<file path="src/rtl/ss_fifo_if.sv">
// ss streaming handshake bundle: valid/ready plus data, keep, last and user.
// The producer side uses the master modport and the consumer side uses the slave modport.
interface ss_fifo_if #(
    parameter int NUM_BYTES = 1,
    parameter int USER_BITS = 1
) ();
    logic                   valid;
    logic                   ready;
    logic [NUM_BYTES*8-1:0] data;
    logic [NUM_BYTES-1:0]   keep;
    logic                   last;
    logic [USER_BITS-1:0]   user;

    modport master (
        output valid,
        output data,
        output keep,
        output last,
        output user,
        input  ready
    );

    modport slave (
        input  valid,
        input  data,
        input  keep,
        input  last,
        input  user,
        output ready
    );
endinterface

</file>
<file path="src/rtl/ss_fifo.sv">
// ss_fifo: synchronous FIFO for the ss streaming protocol.
// Buffers DEPTH words of {data, keep, last, user}. In PKT_MODE=1 a word is only
// presented once a complete packet is buffered, or once the FIFO is full, so that
// packets longer than DEPTH cannot deadlock and stream out cut-through instead.
// Both ready and valid come from registered state only, so there is no
// combinational path from the input side to the output side, or back.
module ss_fifo #(
    parameter int NUM_BYTES = 1,
    parameter int USER_BITS = 1,
    parameter int DEPTH     = 16,
    parameter bit PKT_MODE  = 1'b0
) (
    input  logic                       clk,
    input  logic                       rst,
    ss_fifo_if.slave                   s,
    ss_fifo_if.master                  m,
    output logic [$clog2(DEPTH+1)-1:0] count,
    output logic [$clog2(DEPTH+1)-1:0] pkt_count
);

    localparam int DW = NUM_BYTES * 8;
    localparam int PW = $clog2(DEPTH);
    localparam int CW = $clog2(DEPTH + 1);
    localparam logic [CW-1:0] FULL_CNT = CW'(DEPTH);

    typedef struct packed {
        logic [DW-1:0]        data;
        logic [NUM_BYTES-1:0] keep;
        logic                 last;
        logic [USER_BITS-1:0] user;
    } word_t;

    // Storage is never reset; the empty mask keeps stale contents off the outputs.
    word_t         r_mem [DEPTH];
    logic [PW-1:0] r_wr_ptr;
    logic [PW-1:0] r_rd_ptr;
    logic [CW-1:0] r_count;
    logic [CW-1:0] r_pkt_count;
    // Low during reset and for the first edge after it, so s_ready stays low until then.
    logic          r_active;

    word_t w_in;
    word_t w_head;
    logic  w_empty;
    logic  w_full;
    logic  w_s_ready;
    logic  w_m_valid;
    logic  w_wr;
    logic  w_rd;
    logic  w_pkt_in;
    logic  w_pkt_out;

    assign w_empty   = (r_count == '0);
    assign w_full    = (r_count == FULL_CNT);
    // A full FIFO refuses writes even when a read is happening in the same cycle.
    assign w_s_ready = r_active && !w_full;

    if (PKT_MODE) begin : g_store_fwd
        // Present only complete packets; a full FIFO overrides this to avoid deadlock.
        assign w_m_valid = !w_empty && ((r_pkt_count != '0) || w_full);
    end else begin : g_cut_thru
        assign w_m_valid = !w_empty;
    end

    assign w_wr      = s.valid && w_s_ready;
    assign w_rd      = w_m_valid && m.ready;
    assign w_head    = r_mem[r_rd_ptr];
    assign w_pkt_in  = w_wr && s.last;
    assign w_pkt_out = w_rd && w_head.last;

    assign w_in.data = s.data;
    assign w_in.keep = s.keep;
    assign w_in.last = s.last;
    assign w_in.user = s.user;

    assign s.ready   = w_s_ready;
    assign m.valid   = w_m_valid;
    assign m.data    = w_empty ? '0   : w_head.data;
    assign m.keep    = w_empty ? '0   : w_head.keep;
    assign m.last    = w_empty ? 1'b0 : w_head.last;
    assign m.user    = w_empty ? '0   : w_head.user;
    assign count     = r_count;
    assign pkt_count = r_pkt_count;

    // Store the accepted input word at the write pointer.
    always_ff @(posedge clk) begin
        if (w_wr) begin
            r_mem[r_wr_ptr] <= w_in;
        end
    end

    // Pointers wrap naturally because DEPTH is a power of two.
    always_ff @(posedge clk or negedge rst) begin
        if (!rst) begin
            r_wr_ptr <= '0;
            r_rd_ptr <= '0;
        end else begin
            if (w_wr) begin
                r_wr_ptr <= r_wr_ptr + PW'(1);
            end
            if (w_rd) begin
                r_rd_ptr <= r_rd_ptr + PW'(1);
            end
        end
    end

    // Word occupancy: a simultaneous read and write leave it unchanged.
    always_ff @(posedge clk or negedge rst) begin
        if (!rst) begin
            r_count <= '0;
        end else begin
            case ({w_wr, w_rd})
                2'b10:   r_count <= r_count + CW'(1);
                2'b01:   r_count <= r_count - CW'(1);
                default: r_count <= r_count;
            endcase
        end
    end

    // Complete-packet occupancy: counts stored words that carry last.
    always_ff @(posedge clk or negedge rst) begin
        if (!rst) begin
            r_pkt_count <= '0;
        end else begin
            case ({w_pkt_in, w_pkt_out})
                2'b10:   r_pkt_count <= r_pkt_count + CW'(1);
                2'b01:   r_pkt_count <= r_pkt_count - CW'(1);
                default: r_pkt_count <= r_pkt_count;
            endcase
        end
    end

    // Enable the input side on the first edge after reset is released.
    always_ff @(posedge clk or negedge rst) begin
        if (!rst) begin
            r_active <= 1'b0;
        end else begin
            r_active <= 1'b1;
        end
    end

endmodule

</file>
<file path="src/flat_wrapper.sv">
// flat-port wrapper written by rule: the top's interface ports become plain ports
module ss_fifo_flat 
#(
    parameter int NUM_BYTES = 1,
    parameter int USER_BITS = 1,
    parameter int DEPTH     = 16,
    parameter bit PKT_MODE  = 1'b0
)
  (clk, rst, count, pkt_count, s_valid, s_data, s_keep, s_last, s_user, s_ready, m_valid, m_data, m_keep, m_last, m_user, m_ready);
  ss_fifo_if #(.NUM_BYTES(NUM_BYTES), .USER_BITS(USER_BITS)) s_i ();
  ss_fifo_if #(.NUM_BYTES(NUM_BYTES), .USER_BITS(USER_BITS)) m_i ();
  input  logic clk;
  input  logic rst;
  output logic [$clog2(DEPTH+1)-1:0] count;
  output logic [$clog2(DEPTH+1)-1:0] pkt_count;
  input wire logic [$bits(s_i.valid)-1:0] s_valid;
  input wire logic [$bits(s_i.data)-1:0] s_data;
  input wire logic [$bits(s_i.keep)-1:0] s_keep;
  input wire logic [$bits(s_i.last)-1:0] s_last;
  input wire logic [$bits(s_i.user)-1:0] s_user;
  output wire logic [$bits(s_i.ready)-1:0] s_ready;
  output wire logic [$bits(m_i.valid)-1:0] m_valid;
  output wire logic [$bits(m_i.data)-1:0] m_data;
  output wire logic [$bits(m_i.keep)-1:0] m_keep;
  output wire logic [$bits(m_i.last)-1:0] m_last;
  output wire logic [$bits(m_i.user)-1:0] m_user;
  input wire logic [$bits(m_i.ready)-1:0] m_ready;
  assign s_i.valid = s_valid;
  assign s_i.data = s_data;
  assign s_i.keep = s_keep;
  assign s_i.last = s_last;
  assign s_i.user = s_user;
  assign s_ready = s_i.ready;
  assign m_valid = m_i.valid;
  assign m_data = m_i.data;
  assign m_keep = m_i.keep;
  assign m_last = m_i.last;
  assign m_user = m_i.user;
  assign m_i.ready = m_ready;
  ss_fifo #(.NUM_BYTES(NUM_BYTES), .USER_BITS(USER_BITS), .DEPTH(DEPTH), .PKT_MODE(PKT_MODE)) u_core (.clk(clk), .rst(rst), .s(s_i), .m(m_i), .count(count), .pkt_count(pkt_count));
endmodule
</file>
<file path="config.mk">
export PLATFORM = sky130hd
export DESIGN_NAME = ss_fifo_flat
export DESIGN_NICKNAME = d
export VERILOG_FILES = /design/src/rtl/ss_fifo_if.sv /design/src/rtl/ss_fifo.sv /design/src/flat_wrapper.sv
export SDC_FILE = /design/constraint.sdc
export NUM_CORES = 1
export LEC_CHECK = 0
export ABC_AREA = 1
export CORE_ASPECT_RATIO = 1.4
export CORE_UTILIZATION = 45
export CTS_CLUSTER_SIZE = 28
export DETAILED_ROUTE_END_ITERATION = 6
export GPL_TIMING_DRIVEN = 0
export SLEW_MARGIN = 40
export SYNTH_ARGS = -nofsm -noshare
export SYNTH_HDL_FRONTEND = slang
export SYNTH_SLANG_ARGS = --single-unit
</file>
<file path="constraint.sdc">
create_clock -name clk -period 3.1 [get_ports clk]
set_input_delay 0.62 -clock clk [delete_from_list [all_inputs] [get_ports clk]]
set_output_delay 0.62 -clock clk [all_outputs]
set_load 0.01 [all_outputs]
</file>
==> impl_results.md <==
* Clk_lat worst skew at 0.43 ns
* Hold-fix buffers, CTS at 0
* Setup Buffers After CTS at 0
* Final Max Tran Viols at 0
* Clock tree buffer depth at 2
* Worst Tran Pin Value at 0.815 ns
* Boundary Pins at 38
* Clock-pin slew on the worst setup and hold paths at 0.07 ns
* Worst vdd ir at 0.527 mV
* Fill count at 1632
* Mux contribution to synthesized area at 0%
* CP Class: reg2out
* Largest net degree at the start of global routing at 20
* Crit share post-route at 97.1%
* Largest family of logic cells by synthesized area: simple AND/OR/NAND/NOR gates
* CTS Buf Count at 17
* Die W at 117 µm
* Final worst path period need at 3.01 ns
* Endpoints failing setup at 0
* Worst endpoint required time at 2.48 ns
* Final net count at 832
* Post-Synth Adder-Cell Area at 2.20%
* Most frequent cells in the layout: nand2_1, edfxtp_1, nand3_1
* Die Ht at 163 µm
* Detailed-route DRC error count at 0
* Routed vias at 5682
* Hold Fails Final Rpt at 0
* CP startpoint kind: flip-flop
* Avg Cell Area, Syn at 11.1 µm²
* Tot GR Track Use at 24.8%
* Total gr overflow at 0
* Cells on worst reg2reg path at 14
* Die Area at 19000 µm²
* CTS resizes at 20
* Starting Density at 46.2%
* Achievable frequency at 0.332 GHz
* Initial antenna violation count at 0
* Status: complete, no violations
* Clock Sinks at 195
* Synth Warn # at 0
* Cell Area, Synth at 8310 µm²
* ANT cells at 0
* First-pass GRT wire length at 32800 µm
* Post-Route WL at 21900 µm
* Root Buffer: clkbuf_16
* WP data arrival at 2.39 ns
* Routability cong. at 0.932
* Lkg Pwr at 3.73 nW
* Vias per std cell at 5.38
* Layout area overhead at 16.2%
* Pwr Total at 0.00951 W
* Worst reg2reg path endpoint: u_core.count[4]
* TritonRoute pass-1 iters at 6
* Rows at 58
* Clock skew at 0.00774 ns
* Vias in the first global route at 5569
* Reg2reg start: u_core.count[1]
* Internal reg-to-reg setup slack at 0.33 ns
* DRT antenna net count at 0
* Rel. slew slack at 45.5%
* Critical path endpoint category: primary output
* Library cells used by synthesis at 24
* Post-Syn Instances at 747
* Post-Synth Simple-Gate Area at 21.9%
* Cell area power density at 984 nW/µm²
* WHS at 0.139 ns
* DR iter-0 viols at 461
* CTS tree: yes
* Post-synthesis xor/xnor area fraction at 1.26%
* Yosys reg bits at 195
* Detailed Place HPWL at 14400 µm
* Syn nets at 776
* Post-synthesis compound-gate area fraction at 1.38%
* Register area share after synthesis at 69.3%
* Port bufs at 37
* Most common cell after layout, fill and taps aside: nand2_1
* Core outline area at 18000 µm²
* Crit path max fanout at 10
* H-tree depth at 4
* Routed WL per cell at 20.7 µm
* Max cap viols at 0
* Post-route setup TNS at 0 ns
* Share of layout cells above drive strength 1 at 10.7%
* Hold Path Class: in2async
## kinds of logic (layout without fill, tap and decap cells)
family                     after synthesis  in the layout
adders and majority gates               14             14
xor gates and xnor gates                12             12
AOI/OAI and AO/OA                       22             22
and+or+nand+nor                        435            435
DFF                                    195            195
buffers and inverters                   68            137
other                                    1              1
## power by group
group          internal, W  switching [W]  leakage [nW]
clock              0.00143       0.000962         0.298
sequential         0.00311       0.000151          1.82
combinational      0.00130        0.00255          1.62
## cells in the mapped netlist, drive strengths merged
cell type	count	share of area (%)
nor2	21	0.95
fa	1	0.24
conb	1	0.045
nand3	145	8.7
inv	31	1.4
clkbuf	6	0.27
edfxtp	176	64
xor2	8	0.84
nand2	267	12
o21ai	6	0.36
buf	31	2.2
o21bai	1	0.090
or2	1	0.075
a21oi	14	0.84
dfrtp	19	5.7
xnor2	4	0.42
ha	13	2.0
a21o	1	0.090
nand4	1	0.075
## critical path, stage by stage (launching register included)
cell and delay (ns):
dfrtp_1 0.37, buf_4 0.22, clkbuf_1 0.47, nand3_1 0.20, nand3_1 0.16, nand2_1 0.07, nand2_1 0.06, a21oi_1 0.08
dlygate4sd2_1 0.32
## registers in the layout (all words and copies together) (netlist names)
register / flops
u_core.count: 5
u_core.r_wr_ptr: 4
u_core.pkt_count: 5
u_core.r_mem: 176
u_core.r_active: 1
u_core.r_rd_ptr: 4
## routing by layer
| layer | part of all wire [%] | GRT usage [%] | vias to the layer above | routed length [µm] |
|---|---|---|---|---|
| met2 | 50 | 41.3 | 217 | 10900 |
| li1 | - | - | 2664 | - |
| met5 | 0 | 0 | - | 0 |
| met4 | 5.2 | 13.9 | 0 | 1140 |
| met1 | 39 | 29.3 | 2747 | 8490 |
| met3 | 6.1 | 5.47 | 54 | 1340 |
## worst max path at each step
stage                  startpoint                  end  cells after the start
2_1_floorplan     u_core.count[1]      u_core.count[3]                     13
3_3_place_gp              s_valid   u_core.r_mem[5][9]                      5
3_5_place_dp               s_last  u_core.pkt_count[4]                     11
4_1_cts        u_core.r_rd_ptr[0]            m_data[5]                     11
5_1_grt        u_core.r_rd_ptr[0]            m_data[3]                     11
6_report       u_core.r_rd_ptr[1]            m_data[3]                      8
## per-stage QoR
step / worst slack (ns) / instance area (µm²) / instances / util (%)
after floorplan: 0.730 / 8310 / 747 / -
after global placement: 0.105 / 8980 / 1024 / 49.9
after detailed placement: 0.126 / 9020 / 1024 / 50.1
after CTS: 0.0771 / 9670 / 1056 / 53.7
after global routing: -0.000700 / 9660 / 1056 / 53.7
final: 0.0905 / 9660 / 1056 / 53.7
## layout make-up
class	instances	area (µm²)	area share [%]
Sequential cell	195	5760	59.6
Tap cell	240	300	3.11
Clock inverter	13	206	2.14
Inverter	31	121	1.26
Clock buffer	19	433	4.48
Buffer	37	234	2.42
Timing Repair Buffer	37	329	3.41
Multi-Input combinational cell	484	2280	23.6
(Power assumes the default switching activity.)
